**src/rtl/window_fifo_2d_pkg.sv**
```systemverilog
// Shared Sobel pipeline types and window geometry helpers.
package sobel_pkg;

    localparam int DATAWIDTH = 8;

    typedef logic [DATAWIDTH-1:0] pixel_t;

    // Total packed width of a PIXEL x ROW_LOOP window.
    function automatic int win_width(input int dw, input int px, input int rl);
        return dw * px * rl;
    endfunction

    // Bit offset of lane (i,j) inside a packed window.
    function automatic int lane_off(input int dw, input int rl, input int i, input int j);
        return dw * (rl * i + j);
    endfunction

endpackage

```
**src/rtl/window_fifo_2d_if.sv**
```systemverilog
// Window stream bus: upstream push side, downstream pop side and flush.
interface window_fifo_2d_if #(
    parameter int PIXEL     = 3,
    parameter int ROW_LOOP  = 3,
    parameter int DATAWIDTH = sobel_pkg::DATAWIDTH
) ();
    import sobel_pkg::*;

    localparam int W = win_width(DATAWIDTH, PIXEL, ROW_LOOP);

    logic [W-1:0] packed_in;
    logic         in_tlast;
    logic         in_tuser;
    logic         i_strobe;
    logic         o_busy;
    logic [W-1:0] packed_out;
    logic         out_tlast;
    logic         out_tuser;
    logic         o_strobe;
    logic         i_busy;
    logic         i_flush;

    // FIFO side.
    modport slave (
        input  packed_in, in_tlast, in_tuser, i_strobe, i_busy, i_flush,
        output o_busy, packed_out, out_tlast, out_tuser, o_strobe
    );

    // Environment side: drives the stream in and consumes the stream out.
    modport master (
        output packed_in, in_tlast, in_tuser, i_strobe, i_busy, i_flush,
        input  o_busy, packed_out, out_tlast, out_tuser, o_strobe
    );

endinterface

```
**src/rtl/window_fifo_2d_wrap_ptr.sv**
```systemverilog
// Modulo-DEPTH pointer: increments on en, wraps DEPTH-1 -> 0, sync clear.
module wrap_ptr #(
    parameter int DEPTH = 4,
    parameter int AW    = $clog2(DEPTH)
) (
    input  logic          clk,
    input  logic          ARESETN,
    input  logic          clr,
    input  logic          en,
    output logic [AW-1:0] ptr
);

    // Clear (reset or flush) wins over increment.
    always_ff @(posedge clk) begin
        if (!ARESETN || clr)
            ptr <= '0;
        else if (en)
            ptr <= (ptr == AW'(DEPTH - 1)) ? '0 : ptr + AW'(1);
    end

endmodule

```
**src/rtl/window_fifo_2d.sv**
```systemverilog
// DEPTH-entry elastic buffer for packed pixel windows with tlast/tuser
// sidebands and synchronous flush. 1 window/clk, registered o_busy.
// Optional: WINDOW_FIFO_LEVEL_EN adds o_level (fill) and o_peak
// (high-water mark since reset or flush).
module window_fifo_2d
    import sobel_pkg::*;
#(
    parameter int PIXEL     = 3,
    parameter int ROW_LOOP  = 3,
    parameter int DATAWIDTH = sobel_pkg::DATAWIDTH,
    parameter int DEPTH     = 4
) (
    input  logic                       clk,
    input  logic                       ARESETN,
    window_fifo_2d_if.slave            bus
`ifdef WINDOW_FIFO_LEVEL_EN
    ,
    output logic [$clog2(DEPTH+1)-1:0] o_level,
    output logic [$clog2(DEPTH+1)-1:0] o_peak
`endif
);

    localparam int W  = win_width(DATAWIDTH, PIXEL, ROW_LOOP);
    localparam int AW = $clog2(DEPTH);
    localparam int CW = AW + 1;

    // Entry layout: {tuser, tlast, window}.
    logic [W+1:0]  mem [DEPTH];
    logic [W+1:0]  head;
    logic [AW-1:0] wr_ptr, rd_ptr;
    logic [CW-1:0] count, count_next;
    logic          busy_q;
    logic          out_zero;
    logic          push, pop;

    assign push = bus.i_strobe & ~busy_q;
    assign pop  = (count != '0) & ~bus.i_busy;

    // Fill level after this cycle's push/pop (flush handled separately).
    always_comb begin
        count_next = count + CW'(push) - CW'(pop);
    end

    // Occupancy, registered not-ready, and post-reset output blanking.
    // out_zero masks stale storage until the first window lands after reset.
    always_ff @(posedge clk) begin
        if (!ARESETN) begin
            count    <= '0;
            busy_q   <= 1'b1;
            out_zero <= 1'b1;
        end else if (bus.i_flush) begin
            count    <= '0;
            busy_q   <= 1'b0;
        end else begin
            count    <= count_next;
            busy_q   <= (count_next == CW'(DEPTH));
            if (push)
                out_zero <= 1'b0;
        end
    end

    wrap_ptr #(.DEPTH(DEPTH)) u_wr_ptr (
        .clk     (clk),
        .ARESETN (ARESETN),
        .clr     (bus.i_flush),
        .en      (push),
        .ptr     (wr_ptr)
    );

    wrap_ptr #(.DEPTH(DEPTH)) u_rd_ptr (
        .clk     (clk),
        .ARESETN (ARESETN),
        .clr     (bus.i_flush),
        .en      (pop),
        .ptr     (rd_ptr)
    );

    // Storage write; a push coinciding with flush is dropped. Not reset.
    always_ff @(posedge clk) begin
        if (push && !bus.i_flush)
            mem[wr_ptr] <= {bus.in_tuser, bus.in_tlast, bus.packed_in};
    end

    assign head           = mem[rd_ptr];
    assign bus.o_strobe   = (count != '0);
    assign bus.o_busy     = busy_q;
    assign bus.packed_out = out_zero ? '0   : head[W-1:0];
    assign bus.out_tlast  = out_zero ? 1'b0 : head[W];
    assign bus.out_tuser  = out_zero ? 1'b0 : head[W+1];

`ifdef WINDOW_FIFO_LEVEL_EN
    localparam int LW = $clog2(DEPTH + 1);

    logic [LW-1:0] peak;

    // High-water mark tracks count_next so it moves in step with count.
    always_ff @(posedge clk) begin
        if (!ARESETN || bus.i_flush)
            peak <= '0;
        else if (LW'(count_next) > peak)
            peak <= LW'(count_next);
    end

    assign o_level = LW'(count);
    assign o_peak  = peak;
`endif

endmodule

```
**src/flat_wrapper.sv**
```systemverilog
// flat-port wrapper written by rule: the top's interface ports become plain ports
module window_fifo_2d_flat import sobel_pkg::*;
#(
    parameter int PIXEL     = 3,
    parameter int ROW_LOOP  = 3,
    parameter int DATAWIDTH = sobel_pkg::DATAWIDTH,
    parameter int DEPTH     = 4
)
  (clk, ARESETN, bus_packed_in, bus_in_tlast, bus_in_tuser, bus_i_strobe, bus_i_busy, bus_i_flush, bus_o_busy, bus_packed_out, bus_out_tlast, bus_out_tuser, bus_o_strobe);
  window_fifo_2d_if #(.PIXEL(PIXEL), .ROW_LOOP(ROW_LOOP), .DATAWIDTH(DATAWIDTH)) bus_i ();
  input  logic clk;
  input  logic ARESETN;
  input wire logic [$bits(bus_i.packed_in)-1:0] bus_packed_in;
  input wire logic [$bits(bus_i.in_tlast)-1:0] bus_in_tlast;
  input wire logic [$bits(bus_i.in_tuser)-1:0] bus_in_tuser;
  input wire logic [$bits(bus_i.i_strobe)-1:0] bus_i_strobe;
  input wire logic [$bits(bus_i.i_busy)-1:0] bus_i_busy;
  input wire logic [$bits(bus_i.i_flush)-1:0] bus_i_flush;
  output wire logic [$bits(bus_i.o_busy)-1:0] bus_o_busy;
  output wire logic [$bits(bus_i.packed_out)-1:0] bus_packed_out;
  output wire logic [$bits(bus_i.out_tlast)-1:0] bus_out_tlast;
  output wire logic [$bits(bus_i.out_tuser)-1:0] bus_out_tuser;
  output wire logic [$bits(bus_i.o_strobe)-1:0] bus_o_strobe;
  assign bus_i.packed_in = bus_packed_in;
  assign bus_i.in_tlast = bus_in_tlast;
  assign bus_i.in_tuser = bus_in_tuser;
  assign bus_i.i_strobe = bus_i_strobe;
  assign bus_i.i_busy = bus_i_busy;
  assign bus_i.i_flush = bus_i_flush;
  assign bus_o_busy = bus_i.o_busy;
  assign bus_packed_out = bus_i.packed_out;
  assign bus_out_tlast = bus_i.out_tlast;
  assign bus_out_tuser = bus_i.out_tuser;
  assign bus_o_strobe = bus_i.o_strobe;
  window_fifo_2d #(.PIXEL(PIXEL), .ROW_LOOP(ROW_LOOP), .DATAWIDTH(DATAWIDTH), .DEPTH(DEPTH)) u_core (.clk(clk), .ARESETN(ARESETN), .bus(bus_i));
endmodule
```
**config.mk**
```make
export PLATFORM = sky130hd
export DESIGN_NAME = window_fifo_2d_flat
export DESIGN_NICKNAME = d
export VERILOG_FILES = /design/src/rtl/window_fifo_2d_pkg.sv /design/src/rtl/window_fifo_2d_if.sv /design/src/rtl/window_fifo_2d_wrap_ptr.sv /design/src/rtl/window_fifo_2d.sv /design/src/flat_wrapper.sv
export SDC_FILE = /design/constraint.sdc
export NUM_CORES = 1
export LEC_CHECK = 0
export CAP_MARGIN = 0
export CELL_PAD_IN_SITES_DETAIL_PLACEMENT = 0
export CELL_PAD_IN_SITES_GLOBAL_PLACEMENT = 1
export CORE_MARGIN = 2
export CORE_UTILIZATION = 43
export DETAILED_ROUTE_END_ITERATION = 10
export PLACE_DENSITY = 0.84
export SLEW_MARGIN = 20
export SYNTH_ARGS = -nofsm -noshare
export SYNTH_HDL_FRONTEND = slang
export SYNTH_SLANG_ARGS = --single-unit
```
**constraint.sdc**
```tcl
create_clock -name clk -period 3.1 [get_ports clk]
set_clock_uncertainty 0.2 [all_clocks]
set_input_delay 0.62 -clock clk [delete_from_list [all_inputs] [get_ports clk]]
set_output_delay 0.62 -clock clk [all_outputs]
set_load 0.01 [all_outputs]
```
; Yosys cells after proc, flatten, opt, wreduce, memory -nomap -nowiden
; Memory sizes are Yosys's and may differ from the RTL's. A register that Yosys moved wholly into a read port is not among the register bits.
; Cells that the tools add are included.
[op_classes]
add_sub_neg = 4
eq_ne = 3
n_mux = 10
n_bitwise = 6
reduce_logical = 7
[op_table]
columns = cell, n
row1 = $mux W72, 1
row2 = $mux W2, 4
row3 = $mux W1, 5
row4 = $add A2 B1 Y2 const B, 2
row5 = $eq A2 B2 Y1 const B, 2
row6 = $not A1 Y1, 4
row7 = $add A3 B1 Y3, 1
row8 = $eq A3 B3 Y1 const B, 1
row9 = $reduce_bool A3 Y1, 1
row10 = $sub A3 B1 Y3, 1
row11 = $and A1 B1 Y1, 2
row12 = $logic_not A1 Y1, 2
row13 = $reduce_and A2 Y1, 1
row14 = $reduce_or A2 Y1, 1
row15 = $logic_and A1 B1 Y1, 1
row16 = $logic_or A1 B1 Y1, 1
[totals]
ff_bits = 9
ram_bits = 296
input_bits = 79
output_inout_bits = 76
n_memories = 1
[memory_table]
columns = memory, words, width, read_ports, rd_ports_with_merged_regs, write_ports, line
row1 = u_core.mem, 4, 74, 1, 1, 1, window_fifo_2d.sv:28  ; logic [W+1:0] mem [DEPTH];

; Logic depth before layout (Yosys ltp)
[depth]
word_depth = 6
depth_mapped = 8

; Cells and area by module
; From an unflattened synthesis, not the netlist that was laid out.
[unflattened]
hier_cells = 516
hier_area_um2 = 11646.2
[by_module_without_submodules]
columns = module, n_inst, cells_per_inst, area_per_inst_um2, seq_area_each_um2
row1 = window_fifo_2d, 1, 498, 11453.5, 8988.6
row2 = wrap_ptr, 2, 9, 96.3, 40.0

; Worst setup path after synthesis
; No wires, ideal clock.
[synth_path]
path_kind = input -> register
from = in bus_i_strobe
to = mem u_core.mem[0][0] in the netlist's numbering, enable pin
setup_ns = 0.440
arrival_time_ns = 2.624
required_time_ns = 2.460
setup_slack_ns = -0.164
path_stages = 3
path_buffers = 0
cell_sequence = nand2b_1 > nor2_1 > and2_1
[synth_between]
elab_chain_len = 4
[synth_lines]
columns = item, line
row1 = start: declaration, flat_wrapper.sv:16  ; input wire logic [$bits(bus_i.i_strobe)-1:0] bus_i_strobe;
row2 = $and A1 B1 Y1, window_fifo_2d.sv:36  ; assign push = bus.i_strobe & ~busy_q;
row3 = $logic_and A1 B1 Y1, window_fifo_2d.sv:80  ; if (push && !bus.i_flush)
row4 = $mux W1, window_fifo_2d.sv:80
row5 = $mux W1 (implied by the code), window_fifo_2d.sv:81  ; mem[wr_ptr] <= {bus.in_tuser, bus.in_tlast, bus.packed_in};
row6 = end: declaration, window_fifo_2d.sv:28
; No other way between the ends.

==> results.cfg <==
[status]
status = complete, but fails checks
violations = setup timing

[worst_setup_path]
rr_worst_depth = 8
ff2ff_setup_slack_ps = 510
start_kind = register
critPathKind = register to primary output
crit_path_max_fanout = 6
crit_arrival_ps = 2330
reg2reg_to = u_core.bus.o_busy
rr_startpoint = u_core.count[1]
cp-end-kind = primary output
critPathRequiredTime_ps = 2280

[global_route]
grt_pass1_vias = 6273
antenna_found_initial = 2
grt_max_degree = 48
grt_pass1_wl_um = 36600
busiest_layer = met2
grt_util_met2_pct = 29.7
grtUsageTotal_pct = 17.1
grtUsageMet1_pct = 21.9
gr-usage-met3_pct = 3.93
gr-total-overflow = 0

[layout]
areaGrowthSynthToFinish_pct = 28.7
final_common_cell = edfxtp_1
drive_gt1_share_pct = 27.2
instances_no_fill = 1096
nets = 816
fillers = 2040
layout_common_cells = edfxtp_1, clkdlybuf4s50_1, mux4_2

[routing]
ant_nets = 0
drc = 0
drt_iter0_drc = 466
dr_total_vias = 5718
first_pass_iters = 5
wire_per_inst_um = 21.9
routed_wl_um = 24000
routed_via_density = 5.22

[placed_design]
io_buffer_count = 154
dpl.hpwl_um = 14100
dp_cells = 1017
gp_congestion = 0.756

[sta]
finalCriticalPeriod_ps = 3150
drv_slew = 0
rsz0062_at_grt = true
whs_ps = 308
worst_slack_ps = -52.7
slew_headroom_pct = 65.4
timing.fmax_mhz = 317
setup_violations = 1
worst_slew_pin_slew_ps = 515
post-route-period-util_pct = 102
finalHoldViolCount = 0

[logic_synthesis]
synth_top_family_by_area = multiplexers
yosysTopAreaCell = edfxtp_1
synth-seq-cells = 307
postSynthCellCount = 529
synth_compound_area_share_pct = 0.417
synth_xor_xnor_area_share_pct = 0.150
synthSimpleGateAreaFrac_pct = 4.73
synth_top_area_share_pct = 75.9
synth.avg_cell_area_um2 = 22.1
synth.area.mux_share_pct = 14.3
synth_edf_count = 296
synth_area_mm2 = 0.0117
ys.flop_type = edfxtp_1
yosys_warnings = 0
syn-num-nets = 616
ys_types = 21
async_reset_ff_share_pct = 0
synthAdderAreaFrac_pct = 0.919
seq_area_frac_synth_pct = 77.8
synth_area_leaders = edfxtp_1, mux4_2, and2_1

[power_and_ir_drop]
power.leakage_nw = 5.19
p_per_area_mw_per_mm2 = 573
ir_drop_uv = 400

[cts]
cts_max_level = 1
cts_buffers = 30
clock-sinks = 307
cts_root_buf = clkbuf_16
cts_buffer_depth = 3
clock_latency_ps = 540
cts.clk_slew.worst_paths_ps = 60
cts_tree = yes

[die]
num_rows = 60
start_util_pct = 43.6
core_area_mm2 = 0.0269
die_y_um = 169
ioPinCount = 155
die_width_um = 169
die_area_mm2 = 0.0286

[worst_hold_path]
worstHoldEndpoint = u_core.u_wr_ptr.ptr[1]
min_from = u_core.u_wr_ptr.ptr[1]
min_path_type = register to register
hold_depth = 2

[job]
maxCapViolations = 0
metrics by stage:
stage / setup TNS (ps) / area [um^2] / power (mW) / worst slack, ps / utilization [%]
after floorplan: 0 / 11700 / 4.92 / 647 / -
after global placement: 0 / 13800 / 5.18 / 236 / 51.5
after detailed placement: 0 / 13800 / 5.20 / 164 / 51.5
after CTS: -1050 / 15000 / 8.71 / -190 / 56.0
after global routing: -993 / 15100 / 8.92 / -128 / 56.0
final: -52.7 / 15100 / 8.63 / -52.7 / 56.1
synthesized netlist by cell type, drive strengths merged, types with 2 or more instances:
cell / n
clkbuf: 10
nand2: 2
buf: 15
and2: 78
xnor2: 2
inv: 11
edfxtp: 296
nor2: 7
mux4: 74
a21oi: 5
ha: 7
nand2b: 2
dfxtp: 11
o21ai: 3
kinds of logic (layout without fill, tap and decap cells):
family,after synthesis,in the layout
adders and majority gates,8,8
other,0,2
DFF,307,307
AOI/OAI and AO/OA,9,9
buffers and inverters,36,260
muxes,75,75
xor gates and xnor gates,2,2
and+or+nand+nor,92,92
sequential cells by signal, summed over array words and instances, names as in the netlist, named ones only:
signal,count
u_core.bus.o_busy,1
u_core.count,3
u_core.mem,296
u_core.out_zero,1
u_core.u_rd_ptr.ptr,2
u_core.u_wr_ptr.ptr,2
worst max path at each step:
stage                  from                  to  cells past startpoint
2_1_floorplan  bus_i_strobe    u_core.mem[0][0]                      3
3_3_place_gp     bus_i_busy   u_core.bus.o_busy                      8
3_5_place_dp     bus_i_busy   u_core.bus.o_busy                      8
4_1_cts            register  bus_packed_out[53]                      5
5_1_grt            register  bus_packed_out[46]                      8
6_report           register  bus_packed_out[46]                      8
routing by layer:
metal	wire, um	share of wire, %
met4	439	1.8
met1	9730	41
met2	12300	51
met5	0	0
met3	1540	6.4
worst max-delay path, stage by stage, from the launching register on:
cell,delay [ps]
dfxtp_4,410
buf_6,120
buf_12,130
buf_12,130
buf_16,140
buf_6,110
mux4_2,490
and2_4,150
buf_6,110
timing repair:
action / in CTS / in global routing
gates cloned: 7 / 0
hold buffers: 0 / 0
setup endpoints to repair: 74 / 30
pin swaps: 1 / 1
resized for setup: 131 / 64
setup buffers: 11 / 4
power by group:
group	leakage, nW	total, mW	switching, mW	internal, mW
Sequential	2.76	4.62	0.0169	4.60
Combinational	1.96	0.526	0.234	0.292
Clock	0.473	3.49	1.43	2.06
Total	5.19	8.63	1.68	6.95
area by class of cell:
type	count	area [um^2]	share of cell area [%]
inverters	11	41.3	0.274
diodes	2	5.00	0.0332
multi-input cells	186	2440	16.2
repair buffers	193	2080	13.8
clock inverters	20	163	1.08
well taps	341	427	2.83
flip-flops and latches	307	9120	60.5
clock buffers	36	795	5.27
No activity file was read; power rests on OpenSTA's default activity.
